$ cat config.mk
export PLATFORM = sky130hd
export DESIGN_NAME = aneb_pipe_cmp
export DESIGN_NICKNAME = d
export VERILOG_FILES = /design/src/rtl/aneb_pipe_cmp_pkg.sv /design/src/rtl/aneb_pipe_stage.sv /design/src/rtl/aneb_pipe_cmp.sv
export SDC_FILE = /design/constraint.sdc
export NUM_CORES = 1
export LEC_CHECK = 0
export BUFFER_PORTS_ARGS = -buffer_cell sky130_fd_sc_hd__buf_2
export CAP_MARGIN = 10
export CELL_PAD_IN_SITES_DETAIL_PLACEMENT = 1
export CELL_PAD_IN_SITES_GLOBAL_PLACEMENT = 1
export CORE_MARGIN = 4
export CORE_UTILIZATION = 25
export CTS_BUF_LIST = sky130_fd_sc_hd__clkbuf_2
export DETAILED_ROUTE_END_ITERATION = 6
export MAX_ROUTING_LAYER = met4
export PLACE_DENSITY = 0.69
export SETUP_SLACK_MARGIN = 0.3
export SLEW_MARGIN = 5
export SYNTH_ARGS = -nofsm -noshare
export SYNTH_HDL_FRONTEND = slang
export SYNTH_SLANG_ARGS = --single-unit
$ cat constraint.sdc
create_clock -name CK -period 2.7 [get_ports CK]
set_input_delay 0.27 -clock CK [delete_from_list [all_inputs] [get_ports CK]]
set_output_delay 0.27 -clock CK [all_outputs]
set_load 0.005 [all_outputs]
$ cat src/rtl/aneb_pipe_cmp_pkg.sv
// aneb_pipe_cmp_pkg: shared helpers for the pipelined not-equal comparator
package aneb_pipe_cmp_pkg;
    function automatic int clog2(input int v);
        int r;
        r = 0;
        while ((1 << r) < v) r++;
        return r;
    endfunction

    function automatic int nstage(input int width, input int sps);
        return (width / 2 + sps - 1) / sps;
    endfunction
endpackage

$ cat src/rtl/aneb_pipe_stage.sv
// aneb_pipe_stage: one slice-chain stage with chain, valid and residual operand registers
module aneb_pipe_stage #(
    parameter int W_IN = 8,
    parameter int NS = 4,
    localparam int RW = W_IN - 2 * NS,
    localparam int RWP = (RW > 0) ? RW : 1
) (
    input  logic            CK,
    input  logic            CD,
    input  logic            CE,
    input  logic            vi,
    input  logic            ci,
    input  logic [W_IN-1:0] a,
    input  logic [W_IN-1:0] b,
    output logic            vo,
    output logic            co,
    output logic            hit,
    output logic [RWP-1:0]  a_o,
    output logic [RWP-1:0]  b_o
);
    logic ne;
    assign ne = ci | (a[2*NS-1:0] != b[2*NS-1:0]);
    assign hit = vi & ne;
    // valid and chain bit advance together; CD drops any word in flight
    always_ff @(posedge CK)
        if (CD) {vo, co} <= '0;
        else if (CE) {vo, co} <= {vi, ne};
    if (RW > 0) begin : g_res
        // carry the not-yet-compared upper operand bits to the next stage
        always_ff @(posedge CK)
            if (CD) {a_o, b_o} <= '0;
            else if (CE) {a_o, b_o} <= {a[W_IN-1:2*NS], b[W_IN-1:2*NS]};
    end else begin : g_nores
        assign a_o = '0;
        assign b_o = '0;
    end
endmodule

$ cat src/rtl/aneb_pipe_cmp.sv
// aneb_pipe_cmp: pipelined wide A!=B comparator with saturating mismatch count and sticky flag
module aneb_pipe_cmp
    import aneb_pipe_cmp_pkg::*;
#(
    parameter int WIDTH = 16,
    parameter int SLICES_PER_STAGE = 4,
    parameter int CNT_W = 8
) (
    input  logic             CK,
    input  logic             CD,
    input  logic             CE,
    input  logic             VI,
    input  logic [WIDTH-1:0] A,
    input  logic [WIDTH-1:0] B,
    input  logic             CI,
    input  logic             CLR,
    output logic             VO,
    output logic             NE,
    output logic             EQ,
    output logic [CNT_W-1:0] MCNT,
    output logic             MSTKY
);
    localparam int NSLICE = WIDTH / 2;
    localparam int NSTAGE = nstage(WIDTH, SLICES_PER_STAGE);

    if (WIDTH % 2 != 0 || WIDTH < 2 || SLICES_PER_STAGE < 1) begin : g_bad
        $error("aneb_pipe_cmp: WIDTH must be even and >= 2, SLICES_PER_STAGE >= 1");
    end

    logic [NSTAGE-1:0] hits;
    logic hit;
    logic unused_bits;

    for (genvar k = 0; k < NSTAGE; k++) begin : g_st
        localparam int REM = NSLICE - k * SLICES_PER_STAGE;
        localparam int WIN = 2 * REM;
        localparam int NS = (REM < SLICES_PER_STAGE) ? REM : SLICES_PER_STAGE;
        localparam int RWP = (WIN - 2 * NS > 0) ? WIN - 2 * NS : 1;
        logic [WIN-1:0] a_i, b_i;
        logic [RWP-1:0] a_n, b_n;
        logic c_i, v_i, c_n, v_n;
        if (k == 0) begin : g_in
            assign {a_i, b_i, c_i, v_i} = {A, B, CI, VI};
        end else begin : g_in
            assign {a_i, b_i, c_i, v_i} = {g_st[k-1].a_n, g_st[k-1].b_n, g_st[k-1].c_n, g_st[k-1].v_n};
        end
        aneb_pipe_stage #(.W_IN(WIN), .NS(NS)) u_stage (
            .CK(CK), .CD(CD), .CE(CE),
            .vi(v_i), .ci(c_i), .a(a_i), .b(b_i),
            .vo(v_n), .co(c_n), .hit(hits[k]), .a_o(a_n), .b_o(b_n)
        );
    end

    assign hit = hits[NSTAGE-1];
    assign unused_bits = ^{hits, g_st[NSTAGE-1].a_n, g_st[NSTAGE-1].b_n};
    assign VO = g_st[NSTAGE-1].v_n;
    assign NE = VO & g_st[NSTAGE-1].c_n;
    assign EQ = VO & ~g_st[NSTAGE-1].c_n;

    // count mismatches as they load into the output stage; CLR beats a same-edge increment
    always_ff @(posedge CK)
        if (CD) {MCNT, MSTKY} <= '0;
        else if (CE) begin
            MCNT <= CLR ? '0 : (hit && MCNT != '1) ? MCNT + CNT_W'(1) : MCNT;
            MSTKY <= ~CLR & (MSTKY | hit);
        end
endmodule

==> metrics <==
pwr dens=493 nW/um2; Tmin final=1.75 ns; Primary FF master, synth=dfxtp_1; Max FO, Critical Path=7; Synth top cells by count=29 x dfxtp_1, 23 x nor2_1, 19 x mux2i_1, 16 x nand2_1, 13 x xor2_1; status=completed; CTS Buffer Depth=2; Synth Cell Area=1420 um2; Synth Warn #=0; ys async rst share=0%; leakage power=0.874 nW; count of flip-flops with a built-in enable after synthesis=0; Post-CTS Resized=0; ANT cells=0; DIE AREA=6970 um2; chip width=83.5 um; Hold-fix buffers, CTS=0; share of layout cells above drive strength 1=30.4%; Die Ht=83.5 um; Avg Inst Size Synth=9.19 um2; post-DR vias/cell=4.55; Compound-Gate Fraction of Synth Area=9.14%; drt initial violations=9; total wire length=3.51 mm; Rel. slew slack=52.7%; TritonCTS Buffers=5; gr usage total=10.8%; # DRC=0; first-pass GRT wire length=6.02 mm; pins over their slew limit=0; final hold viol count=0; global route hottest layer=met2; Detailed Routing Iterations Pass 1=3; met2 Use GR=18.3%; XOR/XNOR Fraction of Synth Area=9.84%; clk root buf=clkbuf_2; Post-Syn Nets=194; Row Count=27; worst min path class=input port to flop; cell taking the most area after synthesis=dfxtp_1; post-route total power=0.878 mW; vias=1,257; IR drop worst, VDD=0.190 mV; crit end category=flop; CP Class=flop to flop; # nets final=243; Fmax=570 MHz; Core Area=5510 um2; Synth Area in Adders=0.879%; M3 GR Usage=3.75%; crit path DAT=2.05 ns; unrepaired setup endpoints after global routing=false; CTS H-Tree Depth=2; # port buffers=49; ANT nets after route=0; Least-Margin Pin Slew=0.706 ns; Initial Util=25.9%; GRT met1 Usage=11.7%; grt total ovfl=0; Max Cap Viol=0; CTS clk-pin slew, worst paths=0.16 ns; hold_ws=0.136 ns; clk_lat worst skew=0.36 ns; DPL Wire Length=2.64 mm; Yosys reg bits=29; CTS tree=done; Area growth syn-to-layout=25.1%; Startpoint Class=flop; mux cell area share after synthesis=13.4%; Simple-Gate Fraction of Synth Area=22.8%; fin crit share=65.0%; number of global-route vias before repair=1,325; library cells used by synthesis=39; initial antenna violation count=0; register area share after synthesis=40.8%; count of final setup violators=0; post-CTS setup buffer count=0; largest net degree at the start of global routing=26; Yosys top cell area share=40.8%; cells after synthesis=155; worst clock skew=0.0134 ns; RePlAce Congestion=0.724; final setup TNS=0 ns; largest family of logic cells by synthesized area=simple AND/OR/NAND/NOR gates; most frequent cell after synthesis=dfxtp_1; number of I/O pins=50; Critical Path RT=2.99 ns; top post-synthesis cells by area=dfxtp_1 41%, mux2i_1 13%, xor2_1 8.0%; DR WL/cell=12.7 um; TritonCTS Sinks=29
## final cells by class
class	instances	area, um2
fillers	681	3720
repair buffers	50	253
clock buffers	5	25.0
well taps	72	90.1
multi-input cells	118	798
clock inverters	2	35.0
flip-flops and latches	29	581
## placed cells by master (no fill, tap or decap), types with 2 or more instances in the layout
cell type,count
nor2_1,23
a31oi_1,4
o211ai_1,2
a31o_1,3
nand2_1,16
nor3_1,2
clkbuf_2,5
xor2_1,13
dfxtp_1,29
xnor2_1,3
nand3b_1,3
a21oi_1,2
nand3_1,2
mux2i_1,19
and3_1,4
nand4_1,2
buf_2,49
## routing by layer
metal | share of wire (%) | up-vias
li1 | - | 635
met1 | 43 | 586
met2 | 50 | 28
met3 | 5.7 | 8
met4 | 1.6 | 0
met5 | 0 | -
## per-stage QoR
stage | area [um2] | worst slack [ns] | cells | util (%)
6_report | 1780 | 0.946 | 276 | 32.4
5_1_grt | 1780 | 0.788 | 276 | 32.4
4_1_cts | 1780 | 0.936 | 276 | 32.4
3_5_place_dp | 1720 | 0.909 | 269 | 31.3
3_3_place_gp | 1720 | 0.950 | 269 | 31.3
2_1_floorplan | 1420 | 1.19 | 155 | -
## cell families after synthesis
kind of cell	count (synthesis)
buf+inv	8
fa+ha+maj	1
compound gates	18
flops	29
xor+xnor	16
simple gates	64
mux	19
## flip-flops by register name, indices dropped and copies added (netlist names)
| name | count |
|---|---|
| g_st.u_stage.b_o | 8 |
| g_st.u_stage.a_o | 8 |
| g_st.u_stage.co | 2 |
| MSTKY | 1 |
| g_st.u_stage.vo | 2 |
| MCNT | 8 |
## power by group
| part | switching, mW | leakage, nW | internal (mW) |
|---|---|---|---|
| Clock | 0.154 | 0.0388 | 0.151 |
| Combinational | 0.0570 | 0.597 | 0.0564 |
| Sequential | 0.0126 | 0.238 | 0.447 |
## final timing paths
| kind | cells after the start | from | slack (ns) | endpoint |
|---|---|---|---|---|
| worst max-delay path | 6 | MCNT[0] | 0.95 | MCNT[0] |
| worst min-delay path | 3 | A[9] | 0.14 | g_st[0].u_stage.a_o[1] |
| worst max register to register | 6 | MCNT[0] | 0.95 | MCNT[0] |
| worst min register to register | 1 | MSTKY | 0.48 | MSTKY |
## critical path: stages (launching register included)
cell	delay, ns
dfxtp_1	0.43
ha_1	0.22
and3_1	0.20
and3_2	0.23
nand3_2	0.17
nand2_1	0.25
mux2i_1	0.20
(Power assumes the default switching activity.)
